==> src/rtl/capture_readout.sv <==
// capture_readout: streams a circular window of the sample RAM (async read
// port) out as a valid/ready byte stream with a single-beat output register.
// Optional feature macro: CAPTURE_READOUT_CHECKSUM_EN appends one beat that
// carries the XOR of all emitted samples, and moves m_last onto that beat.
module capture_readout #(
    parameter int DATA_WIDTH = 8,
    parameter int ADDR_WIDTH = 8
) (
    input  logic                  clk,
    input  logic                  rst_n,
    input  logic                  start,
    input  logic [ADDR_WIDTH-1:0] start_addr,
    input  logic [ADDR_WIDTH:0]   length,
    output logic [ADDR_WIDTH-1:0] ram_addr,
    output logic                  ram_cs,
    output logic                  ram_oe,
    input  logic [DATA_WIDTH-1:0] ram_data,
    output logic [DATA_WIDTH-1:0] m_data,
    output logic                  m_valid,
    input  logic                  m_ready,
    output logic                  m_last,
    output logic                  busy,
    output logic                  done
);

    typedef enum logic [1:0] {
        IDLE   = 2'd0,
`ifdef CAPTURE_READOUT_CHECKSUM_EN
        CSUM   = 2'd2,
`endif
        STREAM = 2'd1
    } state_t;

    state_t                state;
    logic [ADDR_WIDTH-1:0] rd_addr;
    logic [ADDR_WIDTH:0]   remaining;
    logic                  fetch;
`ifdef CAPTURE_READOUT_CHECKSUM_EN
    logic [DATA_WIDTH-1:0] csum;
`endif

    // RAM is driven straight from the address register: no input->output path
    assign ram_addr = rd_addr;
    assign ram_cs   = (state == STREAM);
    assign ram_oe   = (state == STREAM);

    // Load the output register whenever samples remain and it is empty or draining
    assign fetch = (remaining != '0) && (!m_valid || m_ready);

    // Readout FSM with registered stream outputs
    always_ff @(posedge clk or negedge rst_n) begin
        if (!rst_n) begin
            state     <= IDLE;
            rd_addr   <= '0;
            remaining <= '0;
            m_data    <= '0;
            m_valid   <= 1'b0;
            m_last    <= 1'b0;
            busy      <= 1'b0;
            done      <= 1'b0;
`ifdef CAPTURE_READOUT_CHECKSUM_EN
            csum      <= '0;
`endif
        end else begin
            done <= 1'b0;
            case (state)
                IDLE: begin
                    if (busy) begin
                        // Only a zero-length request leaves busy set in IDLE
                        busy <= 1'b0;
                        done <= 1'b1;
                    end else if (start) begin
                        rd_addr   <= start_addr;
                        remaining <= length;
                        busy      <= 1'b1;
`ifdef CAPTURE_READOUT_CHECKSUM_EN
                        csum      <= '0;
`endif
                        if (length != '0) state <= STREAM;
                    end
                end
                STREAM: begin
                    if (fetch) begin
                        m_data    <= ram_data;
                        m_valid   <= 1'b1;
                        rd_addr   <= rd_addr + ADDR_WIDTH'(1);
                        remaining <= remaining - (ADDR_WIDTH+1)'(1);
`ifdef CAPTURE_READOUT_CHECKSUM_EN
                        csum      <= csum ^ ram_data;
                        m_last    <= 1'b0;
`else
                        m_last    <= (remaining == (ADDR_WIDTH+1)'(1));
`endif
                    end else if (m_valid && m_ready) begin
                        m_valid <= 1'b0;
                        m_last  <= 1'b0;
                        if (remaining == '0) begin
`ifdef CAPTURE_READOUT_CHECKSUM_EN
                            // csum already includes the last fetched sample
                            state   <= CSUM;
                            m_data  <= csum;
                            m_valid <= 1'b1;
                            m_last  <= 1'b1;
`else
                            state   <= IDLE;
                            busy    <= 1'b0;
                            done    <= 1'b1;
`endif
                        end
                    end
                end
`ifdef CAPTURE_READOUT_CHECKSUM_EN
                CSUM: begin
                    if (m_valid && m_ready) begin
                        m_valid <= 1'b0;
                        m_last  <= 1'b0;
                        state   <= IDLE;
                        busy    <= 1'b0;
                        done    <= 1'b1;
                    end
                end
`endif
                default: state <= IDLE;
            endcase
        end
    end

endmodule

==> config.mk <==
export PLATFORM = sky130hd
export DESIGN_NAME = capture_readout
export DESIGN_NICKNAME = d
export VERILOG_FILES = /design/src/rtl/capture_readout.sv
export SDC_FILE = /design/constraint.sdc
export NUM_CORES = 1
export LEC_CHECK = 0
export ABC_CLOCK_PERIOD_IN_PS = 4500
export BUFFER_PORTS_ARGS = -buffer_cell sky130_fd_sc_hd__buf_2
export CAP_MARGIN = 20
export CORE_UTILIZATION = 46
export CTS_CLUSTER_DIAMETER = 30
export DETAILED_ROUTE_END_ITERATION = 10
export PLACE_DENSITY = 0.78
export SYNTH_ARGS = -nofsm -noshare
export SYNTH_HDL_FRONTEND = slang
export SYNTH_SLANG_ARGS = --single-unit
==> constraint.sdc <==
create_clock -name clk -period 4.5 [get_ports clk]
set_input_delay 0.45 -clock clk [delete_from_list [all_inputs] [get_ports clk]]
set_output_delay 0.45 -clock clk [all_outputs]
set_load 0.01 [all_outputs]
# Yosys cells after proc, flatten, opt, wreduce, memory -nomap -nowiden
# Index checks and enable logic that the tools add are counted.
dict set report totals {
  in_bits 29
  wordCells 63
  reg_bits 31
  out_inout_bits 22
}
dict set report op_classes {
  addsub 2
  n_reduce_logical 15
  n_eq_ne 9
  mux 29
}
# operator count
set op_table {}
lappend op_table {{2-to-1 mux 9 bit} 3}
lappend op_table {{2-to-1 mux 8 bit} 3}
lappend op_table {{one-hot mux 9 bit (2 select lines)} 1}
lappend op_table {{nonzero test 9 bit} 2}
lappend op_table {{one-hot mux 8 bit (2 select lines)} 1}
lappend op_table {{2-to-1 mux 1 bit} 12}
lappend op_table {{2-to-1 mux 2 bit} 6}
lappend op_table {{equality test 9 x 1 -> 1 bit, second input constant} 1}
lappend op_table {{zero test 9 bit} 1}
lappend op_table {{subtractor 9 x 1 -> 9 bit, second input constant} 1}
lappend op_table {{adder 8 x 1 -> 8 bit, second input constant} 1}
lappend op_table {{inequality test 2 bit, second input constant} 4}
lappend op_table {{AND reduction 4 bit} 2}
lappend op_table {{inequality test 2 x 1 -> 1 bit, second input constant} 3}
lappend op_table {{AND reduction 6 bit} 1}
lappend op_table {{one-hot mux 1 bit (2 select lines)} 2}
lappend op_table {{one-hot mux 2 bit (2 select lines)} 1}
lappend op_table {{AND reduction 2 bit} 2}
lappend op_table {{nonzero test 2 bit} 2}
lappend op_table {{equality test 2 x 1 -> 1 bit, second input constant} 1}
lappend op_table {{logical AND 1 bit} 2}
lappend op_table {{zero test 2 bit} 1}
lappend op_table {{zero test 1 bit} 1}
lappend op_table {{logical OR 1 bit} 1}

# Longest topological paths before layout
dict set report logic_depth {
  ltp_word 5
  depth_mapped 8
  mapped_depth_nobuf 6
}

# Worst setup path after synthesis
# OpenSTA, ideal clock, no wires.
dict set report synth_timing {
  kind {register -> register}
  from {reg remaining[0]}
  to {reg remaining[1]}
  t_arrival_ns 1.650
  path_stages_with_launch 9
  setup_time_ns 0.131
  required_time_ns 4.369
  n_path_buf 2
  synth_period_minus_slack_ns 1.780
  path_slack_ns 2.720
  path_cell_list {dfrtp_1 inv_1 ha_1 nor4b_2 a221o_1 buf_6 buf_8 a221oi_1 a21oi_1}
}
dict set report synth_via {
  elab_chain_cells 4
  elab_cells_between_ends 7
  cone_classes {1 x add/sub; 1 x eq/ne; 2 x mux; 3 x reduce/logical}
}
# item line_no
set synth_lines {}
lappend synth_lines {{from (decl)} 36} ;# logic [ADDR_WIDTH:0] remaining;
lappend synth_lines {{from (signal assigned)} 74} ;# remaining <= length;
lappend synth_lines {{from (signal assigned)} 87} ;# remaining <= remaining - (ADDR_WIDTH+1)'(1);
lappend synth_lines {{branches (longest 4 deep; another with subtractor 9 x 1 -> 9 bit)} n/a}
# Several ways; the timed one is not identified. The select of a mux whose other input is x is not followed.
# A chain may end at the register's enable or synchronous reset.

# Worst setup path in the final report
dict set report layout_timing {
  from {reg state[0]}
  to {reg remaining[2]}
}
dict set report layout_via {
  elab_chain_cells 3
  elab_cells_between_ends 8
  cone_classes {4 x eq/ne; 1 x mux; 3 x reduce/logical}
}
# item line_no
set layout_lines {}
lappend layout_lines {{from (decl)} 34} ;# state_t state;
lappend layout_lines {{from (signal assigned)} 53} ;# state <= IDLE;
lappend layout_lines {{from (signal assigned)} 79} ;# if (length != '0) state <= STREAM;
lappend layout_lines {{from (signal assigned)} 105} ;# state <= IDLE;
lappend layout_lines {{equality test 2 x 1 -> 1 bit / zero test 2 bit (equally long branches)} 66} ;# case (state)
lappend layout_lines {{inequality test 2 x 1 -> 1 bit (no source line) (tied with other cells)} n/a}
lappend layout_lines {{AND reduction 4 bit (no source line)} n/a}
# Parallel ways exist; a longest one is shown, timed or not.

==> impl_summary.txt <==
----------------------------------------------------
[Clock tree]
  Post-CTS resize count ... 0
  Num CTS Buffers ... 5
  Clock Pin Slew Worst Setup and Hold Paths ... 0.09 ns
  Root buffer selected by CTS ... sky130_fd_sc_hd__clkbuf_4
  Number of buffers inserted to repair setup after CTS ... 0
  H-Tree Level Count ... 2
  Maximum clock insertion buffer count ... 2
  Number of sinks on the clock net ... 30
  Worst-skew pair later-pin latency ... 0.33 ns
  Hold_buf cts ... 0
  TritonCTS clock tree ... done

[Timing]
  Setup slack after layout ... 1.758 ns
  Number of hold violations in the final report ... 0
  Setup repair after global routing missed its margin ... false
  Minimum clock period ... 2.742 ns
  Worst Max-Slew Pin Slew ... 0.9132 ns
  Final-report setup violation count ... 0
  Total count of max-transition violations in the final report ... 0
  Max_slew headroom ... 0.3911
  Final worst path period share ... 0.6093
  Highest attainable clock frequency ... 0.3647 GHz
  Final worst clock skew ... 0.004648 ns
  Setup total negative slack ... 0 ns

[Floorplan]
  Die outline width ... 62.22 um
  Die height ... 62.22 um
  Area of the die ... 3871 sq um
  Initial core utilization ... 0.4883
  IO Count ... 51
  Floorplan core area ... 3416 sq um
  Std-Cell Rows ... 21

[Worst setup path]
  Critical path arrival ... 2.96 ns
  WP buf/inv ... 1
  Cell-by-cell trace of the critical path ... inv_1 > a221oi_2 > nor2_4 > a211o_1
  Slowest library cell on the worst path ... sky130_fd_sc_hd__dfrtp_1
  Worst Setup End Kind ... flop
  Instance count on the critical path ... 4
  Number of cell instances on the worst register-to-register path ... 4
  RR Endpoint ... remaining[2]
  Family with the most delay on the worst path ... compound AO/OA/AOI/OAI gates
  Worst reg-to-reg setup slack ... 1.76 ns
  Launch point of the worst reg-to-reg path ... state[0]
  WP data required ... 4.72 ns
  Worst setup path endpoint ... remaining[2]
  Setup CP Type ... flop to flop
  Max Fanout on Critical Path ... 22
  Worst setup SP type ... flop
  Worst setup path startpoint ... state[0]
  Critical path's largest stage delay ... 0.83 ns

[Power]
  Worst vdd rail ir drop ... 0.0002892 V
  Relative contribution of sequential cells to total power ... 0.427
  Power dissipated by switching net loads ... 525.5 uW
  Leakage component of the power ... 0.9310 nW
  Cell internal pwr ... 697.5 uW
  Total power per unit cell area ... 623.4 nW/um^2
  Clock network fraction of design power ... 0.135
  Switching share of power ... 0.4297
  Logic gate share of total power ... 0.438

[Route]
  Residual antenna-violating net count after detailed routing ... 0
  DRC viols ... 0
  Vias ... 1532
  Drt first pass iters ... 4
  Iter 0 DRT Violations ... 87
  Vias per cell ... 5.674
  Drt wl/cell ... 14.40 um
  Overall routed net length ... 3.888 mm

[Worst hold path]
  Hold Path Class ... input pin to asynchronous set/reset pin

[Finish]
  Fraction of final layout cells sized beyond drive strength 1 ... 0.2902
  Most common cell after layout, fill and taps aside ... sky130_fd_sc_hd__buf_2
  Layout Area Growth over Synthesis ... 17.63%
  Net count reported at finish ... 256
  # fillers ... 319
  Antenna fix cells ... 0
  Highest-count cells in the layout ignoring fill and taps ... sky130_fd_sc_hd__buf_2, sky130_fd_sc_hd__nand2_1, sky130_fd_sc_hd__dfrtp_1, sky130_fd_sc_hd__nor2_1, sky130_fd_sc_hd__nand3_1

[Placement]
  Setup slack after placement ... 1.765 ns
  Placer Congestion ... 0.8136
  Count of input and output buffers ... 50
  HPWL reported at the end of detailed placement ... 2.756 mm

[Yosys]
  Primary FF master, synth ... sky130_fd_sc_hd__dfrtp_1
  Number of distinct library cells after synthesis ... 44
  Cell type contributing the most total cell area after synthesis ... sky130_fd_sc_hd__dfrtp_1
  Synthesis warning total ... 0
  Post-Syn Nets ... 210
  Basic-gate share of the synthesized area counting and, or, nand and nor cells ... 0.2281
  Main combinational cell family by area after synthesis ... simple AND/OR/NAND/NOR gates
  Share of the synthesized area in the top cell type ... 0.4501
  Area fraction in compound gates after synthesis ... 0.2093
  Sequential share of the synthesized area ... 0.4501
  Synthesis-stage register bit count ... 30
  Synthesized instance count ... 177
  Adder-cell share of the synthesized area ... 0.03001
  Number of synthesized flops with an enable pin ... 0
  Post-synthesis mux area share ... 0.01800
  Synthesized area ... 1668 sq um
  Synthesized area divided by synthesized cell count ... 9.423 sq um
  Parity-gate share of the synthesized area counting xor and xnor cells ... 0
  Dominant cells by area after synthesis ... sky130_fd_sc_hd__dfrtp_1, sky130_fd_sc_hd__nand2_1, sky130_fd_sc_hd__ha_1
  Fraction of registers with async set or reset after synthesis ... 1.000

[Global routing]
  Aggregate global routing overflow ... 0
  Total global-route track usage ... 0.2237
  Maximum number of pins on one net before global-route repair ... 31
  Antenna violations before repair ... 0
  Via count of the first global-routing pass ... 1486
  Global-route wire length before repair ... 6.803 mm

[Status]
  Status ... complete, no violations

[Flow run]
  Count of maximum capacitance violations ... 0

----------------------------------------------------
[layout make-up]
type	count	area (sq um)	share of cell area
clock buffers	7	55.05	0.02806
clock inverters	1	5.005	0.002551
inverters	9	33.78	0.01722
multi-input cells	127	809.5	0.4126
flip-flops and latches	30	750.7	0.3827
well taps	46	57.56	0.02934
repair buffers	50	250.2	0.1276
[power by group through the flow]
stage               combinational (mW)  sequential, mW  clock (mW)
floorplan                        0.398           0.515           0
finish                           0.535           0.522       0.166
detailed placement               0.538           0.522           0
global route                     0.605           0.538       0.182
global placement                 0.525           0.522           0
CTS                              0.538           0.519       0.169
[stage by stage]
stage	total power [mW]	hold slack, ns	area [sq um]	utilization	instances
after floorplan	0.9139	0.1544	1668	-	177
after CTS	1.225	0.1572	1962	0.5744	270
after global placement	1.047	0.4579	1902	0.5568	262
after global routing	1.325	0.1760	1962	0.5744	270
final	1.223	0.1357	1962	0.5744	270
after detailed placement	1.059	0.4575	1902	0.5568	262
[flip-flops by register name, indices dropped and copies added, names as in the netlist]
signal and count:
m_last 1, state 1, remaining 9, ram_addr 8, done 1, busy 1, m_valid 1, m_data 8
[metal layers]
metal / vias up / GRT usage / share of wire
li1: 738 / - / -
met1: 716 / 0.2993 / 0.47
met2: 69 / 0.3462 / 0.44
met3: 9 / 0.06250 / 0.073
met4: 0 / 0.08140 / 0.016
met5: - / 0 / 0
[synthesized netlist by cell type (2+ instances only)]
cell	instances
sky130_fd_sc_hd__a211o_1	5
sky130_fd_sc_hd__a21o_1	2
sky130_fd_sc_hd__a21oi_1	7
sky130_fd_sc_hd__a2bb2oi_1	2
sky130_fd_sc_hd__a31oi_1	4
sky130_fd_sc_hd__a32o_1	4
sky130_fd_sc_hd__buf_2	5
sky130_fd_sc_hd__buf_4	2
sky130_fd_sc_hd__dfrtp_1	30
sky130_fd_sc_hd__ha_1	4
sky130_fd_sc_hd__inv_1	9
sky130_fd_sc_hd__mux2i_1	3
sky130_fd_sc_hd__nand2_1	33
sky130_fd_sc_hd__nand3_1	10
sky130_fd_sc_hd__nand4_1	2
sky130_fd_sc_hd__nor2_1	12
sky130_fd_sc_hd__nor3_1	7
sky130_fd_sc_hd__nor3b_1	2
sky130_fd_sc_hd__o21ai_0	4
sky130_fd_sc_hd__o22a_1	4
sky130_fd_sc_hd__o22ai_1	2
sky130_fd_sc_hd__o311a_1	2
[worst reg2reg max path, delay by kind of cell, from the launching register on]
family	cells	cell delay, ns
and+or+nand+nor	1	0.24
AOI/OAI and AO/OA	2	1.13
buffers and inverters	1	0.44
DFF	1	0.83
[worst min-delay path by stage]
stage | from | end | slack [ns]
2_1_floorplan | rst_n | busy | 0.15
3_3_place_gp | m_data[2] | m_data[2] | 0.46
3_5_place_dp | m_data[4] | m_data[4] | 0.46
4_1_cts | rst_n | ram_addr[5] | 0.16
5_1_grt | rst_n | done | 0.18
6_report | rst_n | ram_addr[4] | 0.14
[kinds of logic (layout without fill, tap and decap cells)]
kind of cell / Yosys count / count (layout)
and+or+nand+nor: 75 / 75
AOI/OAI and AO/OA: 45 / 45
DFF: 30 / 30
buffers and inverters: 20 / 67
adders and majority gates: 4 / 4
muxes: 3 / 3
No activity file was read; power rests on OpenSTA's default activity.
